## src/rtl/acc_cpu_core.sv

```systemverilog
// acc_cpu_core: multicycle two-word accumulator CPU with req/ready memory port.
// Define ACC_CPU_ILLEGAL_TRAP_EN to trap opcodes 0/D/E into HALT with a sticky illegal flag.
module acc_cpu_core #(
  parameter int DATA_WIDTH = 8,
  parameter int ADDR_WIDTH = 8,
  parameter logic [ADDR_WIDTH-1:0] RESET_PC = '0
) (
  input  logic                  clk,
  input  logic                  reset,
  input  logic                  run,
  output logic                  mem_req,
  output logic                  mem_we,
  output logic [ADDR_WIDTH-1:0] mem_addr,
  output logic [DATA_WIDTH-1:0] mem_wdata,
  input  logic [DATA_WIDTH-1:0] mem_rdata,
  input  logic                  mem_ready,
  output logic [ADDR_WIDTH-1:0] pc_o,
  output logic [DATA_WIDTH-1:0] ac_o,
  output logic                  halted,
  output logic                  illegal
);
  typedef enum logic [2:0] {IDLE, FETCH0, FETCH1, EXEC, EXEC2, HALT} state_t;
  state_t state_q, state_d;
  logic [ADDR_WIDTH-1:0] pc_q, pc_d, ir1_q, ir1_d, mbr_q, mbr_d;
  logic [DATA_WIDTH-1:0] ac_q, ac_d;
  logic [3:0] op_q, op_d;
  logic [1:0] cond_q, cond_d;
  logic fetch, exec_acc, req, we, done, skip;
  function automatic logic [DATA_WIDTH-1:0] alu(input logic [3:0] mode, input logic [DATA_WIDTH-1:0] a, b);
    return mode == 4'h3 ? a + b : mode == 4'h4 ? a - b : mode == 4'h5 ? a & b : mode == 4'h6 ? a | b : b;
  endfunction
  assign fetch    = state_q == FETCH0 || state_q == FETCH1;
  assign exec_acc = op_q inside {4'h1, 4'h2, 4'h3, 4'h4, 4'h5, 4'h6, 4'hB, 4'hC};
  assign we       = state_q == EXEC && (op_q == 4'h2 || op_q == 4'hC);
  assign req      = fetch || state_q == EXEC2 || (state_q == EXEC && exec_acc);
  assign done     = !req || mem_ready;
  // Gating with reset keeps a write that coincides with reset from completing.
  assign mem_req   = req && !reset;
  assign mem_we    = req && we;
  assign mem_addr  = !req ? '0 : fetch ? pc_q : state_q == EXEC2 ? mbr_q : ir1_q;
  assign mem_wdata = !we ? '0 : op_q == 4'hC ? DATA_WIDTH'(pc_q) : ac_q;
  assign skip = cond_q == 2'b00 ? ac_q[DATA_WIDTH-1] :
                cond_q == 2'b01 ? ac_q == '0 :
                cond_q == 2'b10 ? !ac_q[DATA_WIDTH-1] && ac_q != '0 : 1'b0;
  assign pc_o   = pc_q;
  assign ac_o   = ac_q;
  assign halted = state_q == HALT;
  always_comb begin
    state_d = state_q;
    pc_d    = pc_q;
    ac_d    = ac_q;
    op_d    = op_q;
    cond_d  = cond_q;
    ir1_d   = ir1_q;
    mbr_d   = mbr_q;
    case (state_q)
      IDLE: state_d = run ? FETCH0 : IDLE;
      FETCH0: if (mem_ready) begin
        op_d    = mem_rdata[DATA_WIDTH-1 -: 4];
        cond_d  = mem_rdata[1:0];
        pc_d    = pc_q + 1'b1;
        state_d = FETCH1;
      end
      FETCH1: if (mem_ready) begin
        ir1_d   = mem_rdata[ADDR_WIDTH-1:0];
        pc_d    = pc_q + 1'b1;
        state_d = EXEC;
      end
      EXEC: if (done) begin
        state_d = run ? FETCH0 : IDLE;
        case (op_q)
          4'h1: ac_d = mem_rdata;
          4'h3, 4'h4, 4'h5, 4'h6: ac_d = alu(op_q, ac_q, mem_rdata);
          4'h7: state_d = HALT;
          4'h8: pc_d = skip ? pc_q + ADDR_WIDTH'(2) : pc_q;
          4'h9: pc_d = ir1_q;
          4'hA: ac_d = '0;
          4'hB: begin
            mbr_d   = mem_rdata[ADDR_WIDTH-1:0];
            state_d = EXEC2;
          end
          4'hC: pc_d = ir1_q + 1'b1;
          4'hF: ac_d = ~ac_q;
`ifdef ACC_CPU_ILLEGAL_TRAP_EN
          4'h0, 4'hD, 4'hE: state_d = HALT;
`endif
          default: ;
        endcase
      end
      EXEC2: if (mem_ready) begin
        pc_d    = mem_rdata[ADDR_WIDTH-1:0];
        state_d = run ? FETCH0 : IDLE;
      end
      HALT: state_d = HALT;
      default: state_d = IDLE;
    endcase
  end
  always_ff @(posedge clk) begin
    if (reset) begin
      state_q <= IDLE;
      pc_q    <= RESET_PC;
      ac_q    <= '0;
      op_q    <= '0;
      cond_q  <= '0;
      ir1_q   <= '0;
      mbr_q   <= '0;
    end else begin
      state_q <= state_d;
      pc_q    <= pc_d;
      ac_q    <= ac_d;
      op_q    <= op_d;
      cond_q  <= cond_d;
      ir1_q   <= ir1_d;
      mbr_q   <= mbr_d;
    end
  end
`ifdef ACC_CPU_ILLEGAL_TRAP_EN
  logic ill_q;
  assign illegal = ill_q;
  always_ff @(posedge clk) begin
    if (reset) ill_q <= 1'b0;
    else if (state_q == EXEC && op_q inside {4'h0, 4'hD, 4'hE}) ill_q <= 1'b1;
  end
`else
  assign illegal = 1'b0;
`endif
endmodule

```

## config.mk

```make
export PLATFORM = sky130hd
export DESIGN_NAME = acc_cpu_core
export DESIGN_NICKNAME = d
export VERILOG_FILES = /design/src/rtl/acc_cpu_core.sv
export SDC_FILE = /design/constraint.sdc
export NUM_CORES = 1
export LEC_CHECK = 0
export CORE_ASPECT_RATIO = 0.6
export CORE_MARGIN = 5
export CORE_UTILIZATION = 55
export DETAILED_ROUTE_END_ITERATION = 7
export PLACE_DENSITY_LB_ADDON = 0.08
export SLEW_MARGIN = 20
export SYNTH_ARGS = -nofsm -noshare
export SYNTH_HDL_FRONTEND = slang
export SYNTH_SLANG_ARGS = --single-unit
```

## constraint.sdc

```tcl
create_clock -name clk -period 2.8 [get_ports clk]
set_input_delay 0.28 -clock clk [delete_from_list [all_inputs] [get_ports clk]]
set_output_delay 0.28 -clock clk [all_outputs]
set_load 0.05 [all_outputs]
```

==> flow_summary_export.csv <==
group,metric,value,unit
placed_design,io_buffer_count,46,
placed_design,dp.cells,714,
final_layout,fill_cells,608,
setup_path,required,2.52,ns
detailed_routing,drtIter0Drc,907,
final_layout,nNetsFinal,657,
placed_design,dp_hpwl,11700,um
detailed_routing,vias,4715,
logic_synthesis,yosys_most_used_dff,"dfxtp_1",
floorplanning,ioPinCount,48,
timing,fin_setup_tns,0,ns
setup_path,critPathCaptureType,"primary output",
logic_synthesis,ys_warn_count,0,
power_and_ir_drop,p_sw,0.000645,W
logic_synthesis,yosysSeqAreaShare,0.199,
placed_design,routabilityCongestion,1.06,
min_path,hold_start,"mbr_q[3]",
setup_path,critical_path_class,"reg -> out",
detailed_routing,avgRoutedWirePerCell,21.6,um
final_layout,final_cell_area,0.00510,mm^2
timing,setup_slack,0.231,ns
detailed_routing,post_drt_via_cell_ratio,6.53,
clock_tree,tritoncts,"built",
min_path,hp-class,"reg -> reg",
placed_design,placed_area,0.00491,mm^2
timing,final-setup-viol-count,0,
logic_synthesis,ys_seq_elements,41,
power_and_ir_drop,leakage,1.91,nW
clock_tree,h-tree-depth,2,
min_path,whs_path_depth,2,
status,status,"finished clean",
floorplanning,rows,24,
clock_tree,cts_buffers,5,
logic_synthesis,synth.mux.area_fraction,0.0655,
clock_tree,cts_buffer_depth,2,
logic_synthesis,synth-xor-area-share,0.0382,
timing,slew_headroom,0.583,
logic_synthesis,synthAdderAreaFrac,0.0886,
logic_synthesis,syn_inst,562,
global_routing,grt_max_degree,38,
logic_synthesis,synthSimpleGateAreaFrac,0.250,
clock_tree,post_cts_buffers,0,
power_and_ir_drop,pwr-share-clk,0.396,
clock_tree,hold_buffers,0,
logic_synthesis,synth.net_count,602,
global_routing,grt_pass1_wl,24300,um
floorplanning,floorplan.initialDensity,0.568,
timing,hold_viol,0,
clock_tree,clock_latency,0.29,ns
global_routing,grt_pass1_vias,4269,
floorplanning,die_w,122,um
logic_synthesis,synth-compound-area-share,0.286,
timing,maxSlewViolCount,0,
power_and_ir_drop,p_sw_frac,0.328,
logic_synthesis,synth_top_family_by_area,"compound AO/OA/AOI/OAI gates",
logic_synthesis,synth_edf_count,0,
clock_tree,cts_sinks,41,
min_path,hold_end,"mbr_q[3]",
timing,finalCriticalPeriod,2.57,ns
setup_path,arrival,2.29,ns
floorplanning,die_area,0.00939,mm^2
setup_path,ff2ff_setup_slack,0.32,ns
power_and_ir_drop,peakVddDrop,222,uV
timing,worst_pin_slew,0.624,ns
floorplanning,fp.dieH,77.1,um
timing,finalClockSkew,0.00511,ns
logic_synthesis,syn_area,0.00413,mm^2
setup_path,cp_max_fo,11,
setup_path,ff2ff_path_depth,6,
setup_path,r2r-end,"ac_o[3]",
global_routing,grt_use_total,0.331,
logic_synthesis,synth-async-reset-ratio,0,
logic_synthesis,yosysUniqueCellTypes,78,
detailed_routing,drc,0,
placed_design,post-place-ws,0.0658,ns
timing,clock.fmax,389,MHz
final_layout,drive_gt1_frac,0.141,
final_layout,syn_to_final_growth,23.7,%
power_and_ir_drop,p_comb_frac,0.259,
power_and_ir_drop,p_int,0.00132,W
setup_path,start_kind,"flop",
detailed_routing,routed_wl,15600,um
detailed_routing,drt_first_pass_iters,7,
clock_tree,clkTransAtPathRegs,0.07,ns
timing,whs,0.497,ns
run,maxCapViolCount,0,
floorplanning,core_area,0.00727,mm^2
detailed_routing,drtAntennaViolNets,0,
power_and_ir_drop,power_density,384,mW/mm^2
power_and_ir_drop,pwr-share-seq,0.345,
timing,grt_setup_unrepaired,"no",
setup_path,rr_startpoint,"op_q[2]",
final_layout,antenna_cells,0,
global_routing,gr-total-overflow,0,
clock_tree,cts_resized,0,
logic_synthesis,syn_avg_cell_area,7.34,um^2
timing,fin_crit_sh,0.918,
final_layout,stdcell_count,722,
global_routing,antenna_found_initial,0,
clock_tree,root_buffer,"clkbuf_16",
[flip-flops by register name, summed over array words and instances (netlist names)]
signal	flops
ac_o	8
cond_q	2
ir1_q	8
mbr_q	8
op_q	4
pc_o	8
state_q	3
[through the flow]
stage | util | power [W]
3_3_place_gp | 0.676 | 0.00117
4_1_cts | 0.702 | 0.00195
5_1_grt | 0.702 | 0.00203
3_5_place_dp | 0.676 | 0.00118
2_1_floorplan | - | 0.000987
6_report | 0.702 | 0.00196
[per-layer routing]
layer / track usage / vias up / routed length, um
li1: - / 2152 / -
met1: 0.517 / 2163 / 6890
met2: 0.417 / 367 / 5920
met3: 0.113 / 33 / 2470
met4: 0.0828 / 0 / 334
met5: 0 / - / 0
[cell usage in the layout, fill, tap and decap left out, drive strengths merged, types with 9 or more instances in the layout]
master / count
buf: 60
inv: 30
o21ai: 30
nor3: 12
nor2: 62
and3: 13
xnor2: 14
a21oi: 56
mux2i: 27
a221oi: 9
clkdlybuf4s50: 28
a211oi: 12
dfxtp: 41
nand2: 59
ha: 26
nand3: 13
[cells by family after synthesis]
family / Yosys count
multiplexers: 27
flip-flops: 41
AO/OA/AOI/OAI: 172
other: 1
AND/OR/NAND/NOR: 206
XOR/XNOR: 18
adder cells (fa/ha/maj): 28
buffers and inverters: 69
[how the worst max path moves through the flow]
stage	startpoint	end	slack, ns	depth (start not counted)
4_1_cts	state_q[0]	mem_addr[1]	0.28	7
5_1_grt	state_q[0]	mem_addr[1]	0.05	7
6_report	op_q[2]	mem_addr[2]	0.23	6
3_3_place_gp	mem_rdata[2]	ac_o[7]	0.14	9
3_5_place_dp	mem_rdata[3]	ac_o[7]	0.07	9
2_1_floorplan	ac_o[4]	ac_o[7]	0.20	9
[critical path, cell delays in order (launching register included)]
cell,delay [ns]
dfxtp_1,0.56
or3b_2,0.52
o211ai_1,0.15
o22ai_1,0.14
buf_4,0.21
nor2_1,0.24
buf_12,0.18
[layout make-up]
cell class	instances	area (um^2)	share of cell area
clock inverter	3	68.8	0.0135
sequential	41	821	0.161
inverter	29	109	0.0213
tap	104	130	0.0255
clock buffer	5	125	0.0245
timing repair buffer	88	843	0.165
multi-input combinational	452	3010	0.589
[power groups by stage]
stage | combinational, W | sequential (W) | clock [W]
after floorplan | 0.000307 | 0.000680 | 0
after global placement | 0.000486 | 0.000685 | 0
after detailed placement | 0.000491 | 0.000685 | 0
after CTS | 0.000493 | 0.000672 | 0.000781
after global routing | 0.000540 | 0.000680 | 0.000811
final | 0.000508 | 0.000677 | 0.000778
[synthesized netlist by cell type, types with 3 or more instances]
cell,count,area [um^2]
a221oi_1,8,70.1
o211ai_1,8,60.1
nand2_1,59,221
a21o_1,3,22.5
buf_4,5,37.5
o221ai_1,3,26.3
nor2b_1,5,31.3
dfxtp_1,41,821
inv_1,29,109
xnor2_1,14,123
and3_1,12,75.1
nor2_1,62,233
a31oi_1,5,31.3
o21a_1,5,37.5
mux2i_1,27,270
a21oi_1,55,275
nand3_1,13,65.1
nand2b_1,7,43.8
o22ai_1,7,43.8
a211oi_1,12,90.1
o21ai_0,26,130
nor3b_1,5,37.5
nand4_1,7,43.8
and4_1,3,26.3
nor3_1,11,55.1
a22oi_1,4,30.0
ha_1,26,325
clkbuf_1,18,67.6
o21ai_1,3,15.0
buf_2,16,80.1
xor2_1,4,35.0
(Power assumes the default switching activity.)
